**config.mk**
```make
export PLATFORM = sky130hd
export DESIGN_NAME = sr_multicycle_shifter
export DESIGN_NICKNAME = d
export VERILOG_FILES = /design/src/rtl/sr_multicycle_shifter.sv
export SDC_FILE = /design/constraint.sdc
export NUM_CORES = 1
export LEC_CHECK = 0
export BUFFER_PORTS_ARGS = -buffer_cell sky130_fd_sc_hd__buf_2
export CAP_MARGIN = 20
export CORE_MARGIN = 10
export CORE_UTILIZATION = 50
export DETAILED_ROUTE_END_ITERATION = 6
export PLACE_DENSITY_LB_ADDON = 0.05
export SYNTH_ARGS = -nofsm -noshare
export SYNTH_HDL_FRONTEND = slang
export SYNTH_SLANG_ARGS = --single-unit
export TNS_END_PERCENT = 5
```
**constraint.sdc**
```tcl
create_clock -name clock -period 2.5 [get_ports clock]
set_input_delay 0.375 -clock clock [delete_from_list [all_inputs] [get_ports clock]]
set_output_delay 0.375 -clock clock [all_outputs]
set_load 0.02 [all_outputs]
```
**src/rtl/sr_multicycle_shifter.sv**
```systemverilog
// Sequential 32-bit right shifter (srl/sra), one barrel stage per clock: 16, 8, 4, 2, 1.
// Latency: fixed 5 cycles from accepted start to the data_resultRDY pulse, for any amount.
// Backpressure: busy is high while shifting and ctrl_start is ignored then; a start is taken in IDLE or in the DONE cycle.
//
// Ports:
//   clock          in   1   rising-edge clock
//   reset          in   1   synchronous, active-high; discards any in-flight shift
//   ctrl_start     in   1   request, accepted when not busy
//   data_operandA  in  32   value to shift, captured on accept
//   ctrl_shiftamt  in   5   shift distance 0-31, captured on accept
//   ctrl_arith     in   1   1 = sign fill (sra), 0 = zero fill (srl), captured on accept
//   data_result    out 32   result register, changes only on completion or reset
//   data_resultRDY out  1   one-cycle pulse marking a new result
//   busy           out  1   high while a shift is in progress
module sr_multicycle_shifter (
   input  logic        clock,
   input  logic        reset,
   input  logic        ctrl_start,
   input  logic [31:0] data_operandA,
   input  logic [4:0]  ctrl_shiftamt,
   input  logic        ctrl_arith,
   output logic [31:0] data_result,
   output logic        data_resultRDY,
   output logic        busy
);

   typedef enum logic [1:0] {
      S_IDLE  = 2'd0,
      S_SHIFT = 2'd1,
      S_DONE  = 2'd2
   } state_t;

   state_t      r_state;
   logic [31:0] r_work;
   logic [4:0]  r_amt;
   logic        r_arith;
   logic [2:0]  r_cnt;

   logic        w_fill;
   logic [31:0] w_stage_out;

   // The fill bit is the live work[31]; for sra every stage re-fills with
   // the sign, so work[31] stays equal to the original sign throughout.
   always_comb begin
      w_fill      = r_arith & r_work[31];
      w_stage_out = r_work;
      case (r_cnt)
         3'd4: if (r_amt[4]) w_stage_out = {{16{w_fill}}, r_work[31:16]};
         3'd3: if (r_amt[3]) w_stage_out = {{8{w_fill}},  r_work[31:8]};
         3'd2: if (r_amt[2]) w_stage_out = {{4{w_fill}},  r_work[31:4]};
         3'd1: if (r_amt[1]) w_stage_out = {{2{w_fill}},  r_work[31:2]};
         3'd0: if (r_amt[0]) w_stage_out = {w_fill,       r_work[31:1]};
         default: w_stage_out = r_work;
      endcase
   end

   always_ff @(posedge clock) begin
      if (reset) begin
         r_state        <= S_IDLE;
         r_work         <= 32'd0;
         r_amt          <= 5'd0;
         r_arith        <= 1'b0;
         r_cnt          <= 3'd0;
         data_result    <= 32'd0;
         data_resultRDY <= 1'b0;
         busy           <= 1'b0;
      end else begin
         case (r_state)
            // DONE behaves like IDLE for acceptance, which gives back-to-back
            // operation without an extra idle cycle.
            S_IDLE, S_DONE: begin
               data_resultRDY <= 1'b0;
               if (ctrl_start) begin
                  r_work  <= data_operandA;
                  r_amt   <= ctrl_shiftamt;
                  r_arith <= ctrl_arith;
                  r_cnt   <= 3'd4;
                  r_state <= S_SHIFT;
                  busy    <= 1'b1;
               end else begin
                  r_state <= S_IDLE;
                  busy    <= 1'b0;
               end
            end
            S_SHIFT: begin
               r_work <= w_stage_out;
               if (r_cnt == 3'd0) begin
                  data_result    <= w_stage_out;
                  data_resultRDY <= 1'b1;
                  busy           <= 1'b0;
                  r_state        <= S_DONE;
               end else begin
                  r_cnt <= r_cnt - 3'd1;
               end
            end
            default: begin
               r_state        <= S_IDLE;
               data_resultRDY <= 1'b0;
               busy           <= 1'b0;
            end
         endcase
      end
   end

endmodule
```
Word-level counts from Yosys, hierarchy flattened
Cells that the tools add are included.
Cells by class
  $add $sub $neg: 1
  equality and inequality tests: 9
  mux-type cells: 17
  bitwise logic cells: 2
  reduce and logical (&&, ||, !) cells: 9
Operators by type and width (number)
  $mux 32: 6
  $pmux 32 s5: 1
  $pmux 32 s2: 1
  $eq 3x2->1 const B: 2
  $mux 3: 2
  $ne 2x2->1 const B: 3
  $pmux 3 s2: 1
  $reduce_and 2->1: 3
  $pmux 2 s2: 1
  $reduce_or 2->1: 2
  $eq 3x1->1 const B: 1
  $eq 3x3->1 const B: 1
  $logic_not 3->1: 1
  $mux 1: 3
  $reduce_and 3->1: 1
  $sub 3x1->3 const B: 1
  $eq 2x1->1 const B: 1
  $eq 2x2->1 const B: 1
  $logic_not 2->1: 1
  $mux 2: 1
  $pmux 1 s2: 1
  $reduce_bool 2->1: 1
  $and 1x1->1: 1
  $not 1->1: 1
Word-level totals
  flip-flop bits (word level): 77
  input port bits: 41
  output and inout port bits: 34
  word-level logic and storage cells: 46

Depth between registers and ports, before layout
Gate-level depths: netlist of the first run.
  depth after elaboration: 4
  depth in mapped cells: 9
  mapped depth without buffers: 7

Worst setup path after synthesis of the first run
Ideal clock, no wire load.
  path type: register to register
  from: register r_cnt[0]
  to: register r_work[5]
  setup time: 0.143 ns
  data arrival time: 1.729 ns
  data required time: 2.357 ns
  slack: 0.629 ns
  stages on the path, launching flop included: 9
  path buffers: 1
  period minus slack after synthesis: 1.871 ns
  cells stage by stage: dfxtp_1 > inv_1 > ha_1 > buf_2 > nand2_2 > o22ai_1 > or4_1 > o211ai_1 > a21oi_1
Between the ends
  cells in the longest elaborated chain, start to end: 3
  elaborated cells on any way between the ends: 7
  those cells by class: eq/ne: 4; mux: 2; reduce/logical: 1
RTL lines
  start, declared: line 37  | logic [2:0] r_cnt;
  start signal, assigned: line 93  | r_cnt <= r_cnt - 3'd1;
  $eq 3x1->1 (tied with other cells): line 47  | case (r_cnt)
  $pmux 32 s5 (*): line 47
  $pmux 32 s2 (*): line 68  | case (r_state)
  end signal, assigned: line 74  | r_work <= data_operandA;
  end signal, assigned: line 86  | r_work <= w_stage_out;
  end, declared: line 34  | logic [31:0] r_work;
Mark *: on every way between the ends. The rest lies on a longest branch, timed or not.
A chain may end at the register's enable or synchronous reset.

Worst setup path after layout of the first run
  from: register r_cnt[0]
  to: register r_work[16]
Same word-level chain as after synthesis.

==> results.yml, run 1 <==
finish:
  final_cell_area_sq_mm: 0.006502
  num-fill-cells: 1084
  layout.nets: 798
  layout_commonest_cell: "mux2i_1"
  area_growth_pct: 10.95
  layout-drive-gt1-share: 0.2100
  antennaDiodeCount: 0
  final_cell_mix: "110 x mux2i_1, 74 x dfxtp_1, 74 x buf_2"
timing:
  relSlewSlack: 0.3914
  finalSetupViolations: 0
  worstMarginPinSlew_ns: 0.9119
  fin_tns_setup_ns: 0
  final.min_clock_period_ns: 2.341
  clock.fmax_mhz: 427.1
  finalHoldViolations: 0
  rsz0062_at_grt: "no"
  fin_worst_skew_ns: 0.008514
  finalCritPeriodShare: 0.9365
  holdWs_ns: 0.2530
  slew_violations: 0
drt:
  vias: 5735
  drt-total-wl_mm: 19.14
  drc_errors: 0
  drtAntennaViolNets: 0
  dr.first_iter.drc_count: 609
  viasPerCell: 6.372
  dr.pass1.iters: 7
  wl_per_cell_um: 21.27
global_routing:
  met1_usage: 0.3087
  grt_util_all_layers: 0.2269
  grt-ovfl-total: 0
  grt_pass1_vias: 5463
  gr-usage-met2: 0.3449
  grt_use_met3: 0.04094
  top_usage_layer: "met2"
  antenna_found_initial: 0
  grt_first_pass_wirelength_mm: 30.22
  grt_max_degree: 53
synthesis:
  ys_ff_latch: 76
  yosysUniqueCellTypes: 55
  synth_top_family_by_area: "compound AO/OA/AOI/OAI gates"
  synth_compound_area_frac: 0.2637
  synth_xor_area_frac: 0.001494
  synthMuxAreaShare: 0.2205
  synthAdderAreaFrac: 0.01067
  synth.avg_cell_area_sq_um: 8.006
  synthArstFlopShare: 0
  seq_area_frac_synth: 0.2596
  syn-num-nets: 778
  yosysWarnings: 0
  synth_cells: 732
  yosys.area.top_type_share: 0.2596
  synthFlopType: "dfxtp_1"
  netlist_area_sq_mm: 0.005861
  synth_top_area_cell: "dfxtp_1"
  synth_edf_count: 0
  yosys.area_share.simple: 0.1514
  synth_area_leaders: "dfxtp_1 26%, mux2i_1 19%, o22ai_1 5.2%"
power:
  vdd_drop_max_uv: 586.7
  sw_frac_of_total: 0.3379
  power_switching_w: 0.001302
  cellPowerDensity_mw_per_mm2: 592.4
  comb_power_share: 0.256
  p_leak_nw: 2.244
  p_seq_frac: 0.393
  p_int_w: 0.002550
  clock_power_share: 0.350
clocking:
  cts_setup_buffers: 0
  cts_sinks: 76
  cts_buffers: 9
  cts_tree: "yes"
  clk_latency_ns: 0.35
  cts_root_buf: "clkbuf_16"
  clk_pin_slew_ns: 0.06
  ctsResizeCount: 0
  clock_path_buffers: 2
  hold_buffers: 0
  htree_levels: 3
floorplan:
  initial_core_util: 0.5111
  die_area_sq_mm: 0.01645
  core_area_sq_mm: 0.01147
  ioPinCount: 75
  dieHeight_um: 128.3
  die_x_um: 128.3
  fp-row-count: 39
worst_setup_path:
  worstRegToRegCells: 8
  cp.required_ns: 2.78
  path_buf_inv: 2
  crit_arrival_ns: 2.62
  crit_start: "r_cnt[0]"
  path_delay_family: "compound AO/OA/AOI/OAI gates"
  critPathKind: "reg -> reg"
  setup.worst_path.start_class: "register"
  cp_cell_sequence: "inv_1 -> ha_1 -> or3_4 -> a21oi_4 -> buf_4 -> nand2_1 -> a31o_1 -> a21oi_1"
  crit_slowest_cell: "a21oi_4"
  rr_endpoint: "r_work[16]"
  ff2ff_setup_slack_ns: 0.16
  max_stage_delay_ns: 0.42
  endpoint_kind: "register"
  cp_max_fo: 11
  reg2reg_from: "r_cnt[0]"
worst_hold_path:
  holdCritStartpoint: "ctrl_shiftamt[1]"
  min_path_type: "in -> reg"
  hold_end: "r_amt[1]"
  hold_depth: 3
placed_design:
  place_congestion: 0.8973
  detailedPlacementHpwl_mm: 13.06
  post_dp_cell_area_sq_mm: 0.006198
  io_buffers: 74
job:
  cap_violations: 0
run_status:
  status: "finished, final reports clean"
## worst max path at each step
stage	endpoint	slack, ns	depth (start not counted)
after floorplan	r_work[5]	0.63	8
after global placement	r_work[16]	0.29	8
after detailed placement	r_work[16]	0.22	8
after CTS	r_work[16]	0.19	8
after global routing	r_work[18]	0.03	8
final	r_work[16]	0.16	8
## cell families after synthesis
logic type,count (synthesis)
buffers and inverters,109
muxes,126
adders and majority gates,5
xor gates and xnor gates,1
DFF,76
and+or+nand+nor,188
AOI/OAI and AO/OA,227
## Yosys cell counts (all sizes together) (3+ instances only)
library cell  instances
nand2                40
o211ai                6
a21o                 12
clkbuf               46
nor3                 26
a22oi                32
inv                  11
a31o                  6
nand2b               12
a32oi                 3
a31oi                 3
mux2i               110
nand4                 4
o22ai                49
o22a                  4
a21oi                49
a211oi               23
nor2b                23
buf                  52
o21ai                25
dfxtp                76
mux2                 16
nor2                 71
a222oi                5
ha                    5
## registers in the layout, indices dropped and copies added, names as in the netlist
register	cells
busy	1
r_work	32
data_result	32
r_cnt	3
r_arith	1
r_state	1
r_amt	5
data_resultRDY	1
## power groups by stage
stage	clock, W	combinational (W)	sequential [W]
floorplan	0	0.000771	0.00143
global placement	0	0.000958	0.00153
detailed placement	0	0.000975	0.00153
CTS	0.00137	0.000979	0.00151
global route	0.00142	0.00107	0.00153
finish	0.00135	0.000988	0.00151
## stage by stage
stage | total power, W | worst slack (ns) | std cells | utilization
floorplan | 0.002206 | 0.6287 | 732 | -
global placement | 0.002484 | 0.2864 | 884 | 0.5405
detailed placement | 0.002507 | 0.2206 | 884 | 0.5405
CTS | 0.003858 | 0.1853 | 900 | 0.5670
global route | 0.004028 | 0.03315 | 900 | 0.5670
finish | 0.003852 | 0.1589 | 900 | 0.5670
## worst reg2reg max path: cells and delay by family (launching register included)
| family | cells | cell delay [ns] |
|---|---|---|
| buffers and inverters | 2 | 0.39 |
| DFF | 1 | 0.38 |
| and+or+nand+nor | 2 | 0.48 |
| adders and majority gates | 1 | 0.28 |
| AOI/OAI and AO/OA | 3 | 0.76 |
## metal layers
layer  vias up  routed length [um]
met2       241                8627
met1      2752                8710
met3        29                1422
met4         0                 378
met5         -                   0
li1       2713                   -
## final cells by class
type / count / area (sq um) / area share
multi-input combinational: 547 / 3811 / 0.5861
sequential: 76 / 1524 / 0.2344
timing repair buffer: 107 / 643.1 / 0.09890
clock buffer: 12 / 256.5 / 0.03945
tap: 143 / 178.9 / 0.02752
clock inverter: 4 / 47.55 / 0.007312
inverter: 11 / 41.29 / 0.006350
Note: power is estimated with default switching activity, not from simulation.
==> run 2, diff against run 1 <==
--- a/config.mk
+++ b/config.mk
@@ -9,6 +9,7 @@
 export CAP_MARGIN = 20
 export CORE_MARGIN = 10
 export CORE_UTILIZATION = 50
+export CTS_BUF_LIST = sky130_fd_sc_hd__clkbuf_8
 export DETAILED_ROUTE_END_ITERATION = 6
 export PLACE_DENSITY_LB_ADDON = 0.05
 export SYNTH_ARGS = -nofsm -noshare
==> run 2 against run 1 <==
Largest power group unchanged; register-to-register slack barely moved; sequential power hardly changed; sequential share of layout area is 0.37 points higher; die area stayed put; clock power down 26%; core utilization decreased by 0.88 points; via count increased by 0.10%; final cell count unchanged; sequential cell count unchanged; final area decreased by 1.6%; combinational power hardly changed; routed wire length shrank 0.13%; highest routed layer unchanged.
==> results.yml, run 2 (synthesis gave the netlist of run 1 again) <==
run_status:
  status: "finished, final reports clean"
finish:
  area_growth_pct: 9.223
  final_cell_area_sq_mm: 0.006401
  utilization: 0.5582
  num-fill-cells: 1104
  antennaDiodeCount: 0
  layout_commonest_cell: "mux2i_1"
  layout.nets: 798
  reg_top3: "data_result x32, r_work x32, r_amt x5"
  final_cell_mix: "110 x mux2i_1, 74 x dfxtp_1, 74 x buf_2"
  layout-drive-gt1-share: 0.2100
clocking:
  cts_root_buf: "clkbuf_8"
  cts_buffers: 9
  clk_pin_slew_ns: 0.08
  cts_tree: "yes"
  hold_buffers: 0
  htree_levels: 3
  clk_latency_ns: 0.39
  cts_sinks: 76
  clock_path_buffers: 2
  ctsResizeCount: 0
  cts_setup_buffers: 0
worst_setup_path:
  cp.required_ns: 2.82
  rr_endpoint: "r_work[16]"
  crit_start: "r_cnt[0]"
  cp_max_fo: 11
  endpoint_kind: "register"
  critPathKind: "reg -> reg"
  crit_arrival_ns: 2.67
  reg2reg_from: "r_cnt[0]"
  worstRegToRegCells: 8
  ff2ff_setup_slack_ns: 0.15
  setup.worst_path.start_class: "register"
global_routing:
  top_usage_layer: "met2"
  grt-ovfl-total: 0
  gr-usage-met2: 0.3428
  antenna_found_initial: 0
  grt_use_met3: 0.04012
  grt_max_degree: 53
  met1_usage: 0.3079
  grt_pass1_vias: 5474
  grt_first_pass_wirelength_mm: 30.10
  grt_util_all_layers: 0.2258
drt:
  drc_errors: 0
  wl_per_cell_um: 21.24
  viasPerCell: 6.379
  dr.pass1.iters: 5
  vias: 5741
  drt-total-wl_mm: 19.12
  drtAntennaViolNets: 0
  dr.first_iter.drc_count: 542
timing:
  finalHoldViolations: 0
  fin_worst_skew_ns: 0.01059
  slew_violations: 0
  worst_slack_ns: 0.1545
  relSlewSlack: 0.4050
  finalSetupViolations: 0
  finalCritPeriodShare: 0.9382
  worstMarginPinSlew_ns: 0.8916
  clock.fmax_mhz: 426.3
  fin_tns_setup_ns: 0
  final.min_clock_period_ns: 2.346
  rsz0062_at_grt: "no"
  holdWs_ns: 0.2106
floorplan:
  initial_core_util: 0.5111
  ioPinCount: 75
  die_area_sq_mm: 0.01645
  fp-row-count: 39
  core_area_sq_mm: 0.01147
  die_x_um: 128.3
  dieHeight_um: 128.3
placed_design:
  detailedPlacementHpwl_mm: 13.06
  post_dp_cell_area_sq_mm: 0.006198
  place_congestion: 0.8973
  dp_slack_ns: 0.2206
  io_buffers: 74
worst_hold_path:
  min_path_type: "in -> reg"
  hold_depth: 3
  hold_end: "r_amt[1]"
  holdCritStartpoint: "ctrl_shiftamt[1]"
power:
  p_leak_nw: 2.202
  vdd_drop_max_uv: 508.1
  cellPowerDensity_mw_per_mm2: 546.3
job:
  cap_violations: 0
-- run 2: cell count changes in the layout (fill, tap and decap cells not counted), sizes merged --
| cell | previous run | this run |
|---|---|---|
| clkbuf | 12 | 11 |
| inv | 11 | 12 |
-- run 2: worst max-delay path, cell delays in order, from the launching register on --
cell and delay, ns:
dfxtp_1 0.39, inv_1 0.12, ha_1 0.28, or3_4 0.41, a21oi_4 0.41, buf_4 0.27, nand2_1 0.07, a31o_1 0.21
a21oi_1 0.13
-- run 2: worst max-delay path by stage --
| stage | to | slack, ns | depth (start not counted) |
|---|---|---|---|
| finish | r_work[16] | 0.15 | 8 |
| global route | r_work[19] | 0.01 | 8 |
| CTS | r_work[16] | 0.18 | 8 |
| detailed placement | r_work[16] | 0.22 | 8 |
| global placement | r_work[16] | 0.29 | 8 |
| floorplan | r_work[5] | 0.63 | 8 |
-- run 2: power breakdown --
group	switching [W]	total (W)	internal [W]
clock	0.000491	0.00100	0.000508
sequential	0.000204	0.00151	0.00131
combinational	0.000569	0.000986	0.000416
-- run 2: final cells by class --
class                      count  area, sq um  share of cell area
clock buffer                  11        151.4             0.02365
clock inverter                 5        51.30            0.008014
inverter                      11        41.29            0.006450
multi-input combinational    547         3811              0.5954
sequential                    76         1524              0.2381
tap                          143        178.9             0.02795
timing repair buffer         107        643.1              0.1005
-- run 2: metrics by stage --
| stage | total power, W | std cells |
|---|---|---|
| 2_1_floorplan | 0.002206 | 732 |
| 3_3_place_gp | 0.002484 | 884 |
| 3_5_place_dp | 0.002507 | 884 |
| 4_1_cts | 0.003501 | 900 |
| 5_1_grt | 0.003665 | 900 |
| 6_report | 0.003497 | 900 |
-- run 2: layer usage --
layer  share of wire  wire length, um  vias to the layer above
met4           0.023              442                        0
met3           0.074             1414                       40
met5               0                0                        -
met1            0.45             8674                     2735
li1                -                -                     2713
met2            0.45             8583                      253
